## config.mk

```make
export PLATFORM = sky130hd
export DESIGN_NAME = vga_frame_reader
export DESIGN_NICKNAME = d
export VERILOG_FILES = /design/src/rtl/vga_pkg.sv /design/src/rtl/vga_timing_gen.sv /design/src/rtl/vga_frame_reader.sv
export SDC_FILE = /design/constraint.sdc
export NUM_CORES = 1
export LEC_CHECK = 0
export BUFFER_PORTS_ARGS = -buffer_cell sky130_fd_sc_hd__buf_2
export CORE_MARGIN = 4
export CORE_UTILIZATION = 54
export DETAILED_ROUTE_END_ITERATION = 8
export PLACE_DENSITY = 0.83
export SYNTH_ARGS = -nofsm -noshare
export SYNTH_HDL_FRONTEND = slang
export SYNTH_SLANG_ARGS = --single-unit
```

## constraint.sdc

```tcl
create_clock -name clk_r -period 4.1 [get_ports clk_r]
set_input_delay 0.82 -clock clk_r [delete_from_list [all_inputs] [get_ports clk_r]]
set_output_delay 0.82 -clock clk_r [all_outputs]
set_load 0.005 [all_outputs]
```

## src/rtl/vga_pkg.sv

```systemverilog
// Shared VGA 640x480@60 timing constants and small types for the frame reader.
package vga_pkg;

  // Horizontal timing in pixel clocks
  localparam int H_ACTIVE = 640;
  localparam int H_FP     = 16;
  localparam int H_SYNC   = 96;
  localparam int H_BP     = 48;

  // Vertical timing in lines
  localparam int V_ACTIVE = 480;
  localparam int V_FP     = 10;
  localparam int V_SYNC   = 2;
  localparam int V_BP     = 33;

  // Derived totals and sync windows (start inclusive, end exclusive)
  localparam int H_TOTAL  = H_ACTIVE + H_FP + H_SYNC + H_BP;
  localparam int V_TOTAL  = V_ACTIVE + V_FP + V_SYNC + V_BP;
  localparam int HS_START = H_ACTIVE + H_FP;
  localparam int HS_END   = HS_START + H_SYNC;
  localparam int VS_START = V_ACTIVE + V_FP;
  localparam int VS_END   = VS_START + V_SYNC;

  localparam int FRAME_PIXELS = 307200;
  localparam int PIX_W        = 12;
  localparam int ADDR_W       = 19;

  typedef logic [PIX_W-1:0] pixel_t;

  // Control bits that travel down the read-latency pipeline alongside the RAM data.
  // hs/vs here mean "sync window active", independent of pin polarity.
  typedef struct packed {
    logic de;
    logic hs;
    logic vs;
  } vid_ctl_t;

endpackage

```

## src/rtl/vga_timing_gen.sv

```systemverilog
// Free-running horizontal/vertical counters with active-region, sync-window and
// frame-start decode. All decodes are aligned to the current counter position.
module vga_timing_gen #(
  parameter int H_ACTIVE = vga_pkg::H_ACTIVE,
  parameter int H_FP     = vga_pkg::H_FP,
  parameter int H_SYNC   = vga_pkg::H_SYNC,
  parameter int H_BP     = vga_pkg::H_BP,
  parameter int V_ACTIVE = vga_pkg::V_ACTIVE,
  parameter int V_FP     = vga_pkg::V_FP,
  parameter int V_SYNC   = vga_pkg::V_SYNC,
  parameter int V_BP     = vga_pkg::V_BP
) (
  input  logic clk_r,
  input  logic rst_n,
  output logic de_c,
  output logic hs_c,
  output logic vs_c,
  output logic last_pos,
  output logic frame_start
);

  localparam int H_TOTAL = H_ACTIVE + H_FP + H_SYNC + H_BP;
  localparam int V_TOTAL = V_ACTIVE + V_FP + V_SYNC + V_BP;
  localparam int HW      = $clog2(H_TOTAL);
  localparam int VW      = $clog2(V_TOTAL);

  localparam logic [HW-1:0] H_LAST  = HW'(H_TOTAL - 1);
  localparam logic [HW-1:0] H_ACT_L = HW'(H_ACTIVE);
  localparam logic [HW-1:0] HS_S    = HW'(H_ACTIVE + H_FP);
  localparam logic [HW-1:0] HS_E    = HW'(H_ACTIVE + H_FP + H_SYNC);
  localparam logic [VW-1:0] V_LAST  = VW'(V_TOTAL - 1);
  localparam logic [VW-1:0] V_ACT_L = VW'(V_ACTIVE);
  localparam logic [VW-1:0] VS_S    = VW'(V_ACTIVE + V_FP);
  localparam logic [VW-1:0] VS_E    = VW'(V_ACTIVE + V_FP + V_SYNC);

  logic [HW-1:0] h_cnt;
  logic [VW-1:0] v_cnt;

  // Pixel counter wraps every line; line counter advances on each pixel wrap.
  always_ff @(posedge clk_r or negedge rst_n) begin
    if (!rst_n) begin
      h_cnt <= '0;
      v_cnt <= '0;
    end else if (h_cnt == H_LAST) begin
      h_cnt <= '0;
      v_cnt <= (v_cnt == V_LAST) ? '0 : v_cnt + 1'b1;
    end else begin
      h_cnt <= h_cnt + 1'b1;
    end
  end

  assign de_c     = (h_cnt < H_ACT_L) && (v_cnt < V_ACT_L);
  assign hs_c     = (h_cnt >= HS_S) && (h_cnt < HS_E);
  assign vs_c     = (v_cnt >= VS_S) && (v_cnt < VS_E);
  assign last_pos = (h_cnt == H_LAST) && (v_cnt == V_LAST);

  // Gated with rst_n so the pulse stays low while the counters sit at (0,0) in reset.
  assign frame_start = rst_n && (h_cnt == '0) && (v_cnt == '0);

endmodule

```

## src/rtl/vga_frame_reader.sv

```systemverilog
// VGA read-side consumer of the frame RAM: sequential address pointer, control
// pipeline matched to the RAM read latency, and the registered RGB/sync pins.
module vga_frame_reader
  import vga_pkg::*;
#(
  parameter int   H_ACTIVE = vga_pkg::H_ACTIVE,
  parameter int   H_FP     = vga_pkg::H_FP,
  parameter int   H_SYNC   = vga_pkg::H_SYNC,
  parameter int   H_BP     = vga_pkg::H_BP,
  parameter int   V_ACTIVE = vga_pkg::V_ACTIVE,
  parameter int   V_FP     = vga_pkg::V_FP,
  parameter int   V_SYNC   = vga_pkg::V_SYNC,
  parameter int   V_BP     = vga_pkg::V_BP,
  parameter int   RD_LAT   = 1,
  parameter logic SYNC_POL = 1'b0
) (
  input  logic              clk_r,
  input  logic              rst_n,
  input  logic              en,
  output logic [ADDR_W-1:0] addr_r,
  input  logic [PIX_W-1:0]  dat_r,
  output logic              vga_hs,
  output logic              vga_vs,
  output logic [3:0]        vga_r,
  output logic [3:0]        vga_g,
  output logic [3:0]        vga_b,
  output logic              frame_start
);

  localparam int FRAME_PIX = H_ACTIVE * V_ACTIVE;
  localparam logic [ADDR_W-1:0] ADDR_LAST = ADDR_W'(FRAME_PIX - 1);

  logic de_c;
  logic hs_c;
  logic vs_c;
  logic last_pos;

  vga_timing_gen #(
    .H_ACTIVE (H_ACTIVE),
    .H_FP     (H_FP),
    .H_SYNC   (H_SYNC),
    .H_BP     (H_BP),
    .V_ACTIVE (V_ACTIVE),
    .V_FP     (V_FP),
    .V_SYNC   (V_SYNC),
    .V_BP     (V_BP)
  ) u_timing (
    .clk_r       (clk_r),
    .rst_n       (rst_n),
    .de_c        (de_c),
    .hs_c        (hs_c),
    .vs_c        (vs_c),
    .last_pos    (last_pos),
    .frame_start (frame_start)
  );

  // Address tracks v*H_ACTIVE+h by counting active pixels; it saturates on the
  // last pixel of the frame and is cleared on the final blanking cycle.
  always_ff @(posedge clk_r or negedge rst_n) begin
    if (!rst_n) begin
      addr_r <= '0;
    end else if (last_pos) begin
      addr_r <= '0;
    end else if (de_c && (addr_r != ADDR_LAST)) begin
      addr_r <= addr_r + 1'b1;
    end
  end

  vid_ctl_t ctl_d [RD_LAT];
  vid_ctl_t ctl_o;

  // Delay de/hs/vs by the RAM read latency so they line up with dat_r.
  always_ff @(posedge clk_r or negedge rst_n) begin
    if (!rst_n) begin
      for (int i = 0; i < RD_LAT; i++) ctl_d[i] <= '0;
    end else begin
      ctl_d[0] <= '{de: de_c, hs: hs_c, vs: vs_c};
      for (int i = 1; i < RD_LAT; i++) ctl_d[i] <= ctl_d[i-1];
    end
  end

  assign ctl_o = ctl_d[RD_LAT-1];

  // Output register: applies sync polarity and blanks RGB outside active video or when disabled.
  always_ff @(posedge clk_r or negedge rst_n) begin
    if (!rst_n) begin
      vga_hs <= ~SYNC_POL;
      vga_vs <= ~SYNC_POL;
      {vga_r, vga_g, vga_b} <= '0;
    end else begin
      vga_hs <= ctl_o.hs ? SYNC_POL : ~SYNC_POL;
      vga_vs <= ctl_o.vs ? SYNC_POL : ~SYNC_POL;
      if (ctl_o.de && en) begin
        {vga_r, vga_g, vga_b} <= dat_r;
      end else begin
        {vga_r, vga_g, vga_b} <= '0;
      end
    end
  end

endmodule
```

==> results.py <==
metrics = {
    "routing": {
        "viasPerCell": 5.98,
        "routed_wl_mm": 5.99,
        "drtIter0Drc": 192,
        "vias": 2331,
        "wire_per_inst_um": 15.4,
        "drtAntennaViolNets": 0,
        "drc": 0,
        "drt_first_pass_iters": 4,
    },
    "placed_design": {
        "globalplace.congestion": 0.851,
        "port_buffers": 48,
        "hpwl_mm": 4.09,
        "pre_cts_ws_ns": 1.34,
        "place_area_mm2": 0.00311,
    },
    "sta": {
        "fin_crit_ns": 2.89,
        "tightestPinTransition_ns": 1.05,
        "rsz0062_at_grt": "no",
        "tns_ns": 0,
        "finalCritPeriodShare": 0.705,
        "clock_skew_ns": 0.0181,
        "relSlewSlack": 0.300,
        "timing.fmax_ghz": 0.346,
        "drv_slew": 0,
        "fin_ws_ns": 1.21,
        "setup_violations": 0,
        "finalHoldViolations": 0,
    },
    "logic_synthesis": {
        "synthCells": 280,
        "syn_area_per_cell_um2": 10.2,
        "syn_area_mm2": 0.00285,
        "synth_nets": 300,
        "yosys_warnings": 0,
        "ys_ff_latch": 56,
        "yosysSeqAreaShare": 0.493,
        "ys_types": 50,
    },
    "setup_path": {
        "rr_worst_depth": 6,
        "cp_max_fo": 4,
        "endpoint": "frame_start",
        "start_kind": "flop",
        "critical_path_class": "flop to output pin",
        "crit_path_top_delay_cell": "nor4b_1",
        "path_delay_family": "simple AND/OR/NAND/NOR gates",
        "cp_cell_sequence": "inv_1, ha_1, nor4b_1, nand4_1, nor3_1, buf_2",
        "crit_path_max_incr_delay_ns": 0.53,
        "r2r-start": "u_timing.v_cnt[0]$_DFFE_PN0N_",
        "cp.arrival_ns": 2.07,
        "startpoint": "u_timing.v_cnt[0]$_DFFE_PN0N_",
        "cp-end-kind": "output pin",
        "cp_num_cells": 6,
        "r2r_end": "addr_r[7]$_DFFE_PN0P_",
        "required_ns": 3.28,
        "worst-path-buf-inv": 2,
        "r2r_setup_slack_ns": 1.29,
    },
    "status": {
        "status": "complete, no violations",
    },
    "clock_network": {
        "cts_tree": "yes",
        "numCtsBuffers": 5,
        "cts_sinks": 56,
        "clk_latency_ns": 0.31,
        "clk_pin_slew_ns": 0.09,
        "cts_root_buf": "clkbuf_8",
        "cts_resized": 0,
        "clk_path_buf_depth": 2,
        "ctsHoldBuffers": 0,
        "post-cts-setup-buffer-count": 0,
        "htree_levels": 2,
    },
    "power": {
        "peakVddDrop_mv": 0.174,
        "power_per_cell_area_mw_per_mm2": 294,
        "total_power_mw": 0.947,
        "p_leak_nw": 1.50,
    },
    "grt": {
        "grt-ovfl-total": 0,
        "grt_start_max_net_pins": 57,
        "grt_pass1_wl_mm": 10.3,
        "track_usage": 0.199,
        "grt_pass1_vias": 2244,
        "antenna_found_initial": 0,
    },
    "layout": {
        "nFillCells": 432,
        "drive_above_1_share": 0.225,
        "fin_nets": 339,
        "multi_input_area_mm2": 0.00134,
        "final_area_mm2": 0.00322,
        "syn_to_final_growth_pct": 13.1,
        "seq_area_mm2": 0.00140,
        "fin_util": 0.631,
        "antenna_cells": 0,
    },
    "die": {
        "initial_core_util": 0.558,
        "dieArea_mm2": 0.00650,
        "fp.coreArea_mm2": 0.00511,
        "pin_count": 49,
        "dieHeight_um": 80.7,
        "rows": 26,
        "die_x_um": 80.7,
    },
    "flow_run": {
        "max_cap_violations": 0,
    },
    "worst_hold_path": {
        "hold_path_class": "flop to flop",
    },
}
-- power breakdown --
group / internal (mW) / switching, mW
registers: 0.558 / 0.00126
logic: 0.0124 / 0.0173
clock network: 0.181 / 0.177
total: 0.751 / 0.196
-- area by class of cell --
type	instances	share of cell area
flip-flops and latches	56	0.435
multi-input cells	197	0.414
repair buffers	49	0.0768
well taps	70	0.0272
clock buffers	5	0.0213
clock inverters	3	0.0132
inverters	10	0.0116
-- how the worst min path moves through the flow --
stage	start	to	cells past startpoint
3_3_place_gp	ctl_d[1]$_DFF_PN0_	vga_hs$_DFF_PN1_	1
2_1_floorplan	ctl_d[1]$_DFF_PN0_	vga_hs$_DFF_PN1_	1
5_1_grt	ctl_d[1]$_DFF_PN0_	vga_hs$_DFF_PN1_	1
4_1_cts	ctl_d[1]$_DFF_PN0_	vga_hs$_DFF_PN1_	1
6_report	ctl_d[1]$_DFF_PN0_	vga_hs$_DFF_PN1_	1
3_5_place_dp	ctl_d[1]$_DFF_PN0_	vga_hs$_DFF_PN1_	1
-- metal layers --
metal	part of all wire	up-vias	GRT usage
met5	0	-	0
met4	0.019	0	0.0591
met3	0.063	10	0.0504
met2	0.47	80	0.323
met1	0.45	1127	0.264
li1	-	1114	-
-- per-stage QoR --
step	hold WS [ns]	cells
2_1_floorplan	0.337	280
3_3_place_gp	0.338	382
3_5_place_dp	0.340	382
4_1_cts	0.355	390
5_1_grt	0.374	390
6_report	0.352	390
-- synth_stat cells (all sizes together) --
cell      n  area [µm²]
nor2     13        48.8
a21bo     1        10.0
a21boi    1        7.51
a41oi     1        8.76
nand3    21         105
o31ai     4        30.0
a41o      1        10.0
and2      2        12.5
xor2      3        26.3
o21bai    8        60.1
dfstp     2        52.6
nor4      6        43.8
mux2i    15         150
nor3b     1        7.51
inv       9        33.8
a211oi    4        30.0
a31oi     4        25.0
a22o      1        8.76
o21ai    26         134
or4       3        26.3
nand2     7        26.3
buf       4        23.8
or2       2        12.5
o21a      1        7.51
a21oi     7        35.0
nor2b     2        12.5
clkbuf   13        48.8
and4      2        18.8
o211ai    4        50.1
o2111ai   1        15.0
nand4    11        68.8
dfrtp    54        1350
and3     24         151
nor3      4        20.0
clkinv    1        3.75
or4b      1        13.8
nor4b     3        26.3
nand4b    1        8.76
ha        5        62.6
and4b     1        10.0
xnor2     6        52.6
-- cell families after synthesis --
logic type,after synthesis,share of synthesized area
buffers and inverters,27,0.0386
and+or+nand+nor,104,0.215
AOI/OAI and AO/OA,64,0.151
xor gates and xnor gates,9,0.0277
DFF,56,0.493
adders and majority gates,5,0.0219
muxes,15,0.0527
-- state kept, by name, indices dropped and copies added, names as in the netlist --
signal	cells
addr_r	19
ctl_d	3
u_timing.h_cnt	10
u_timing.v_cnt	10
vga_b	4
vga_g	4
vga_hs	1
vga_r	4
vga_vs	1
-- placed cells by master (no fill, tap or decap), types with 3 or more instances in the layout --
cell,n
a211oi_1,4
a21oi_1,7
a31oi_1,4
and3_1,23
buf_2,48
clkbuf_8,5
dfrtp_1,54
ha_1,5
inv_1,9
mux2i_1,15
nand2_1,7
nand3_1,21
nand4_1,11
nor2_1,13
nor3_1,4
nor4_1,5
nor4b_1,3
o211ai_2,4
o21ai_0,24
o21bai_1,8
o31ai_1,4
xnor2_1,6
xor2_1,3
(Power assumes the default switching activity.)
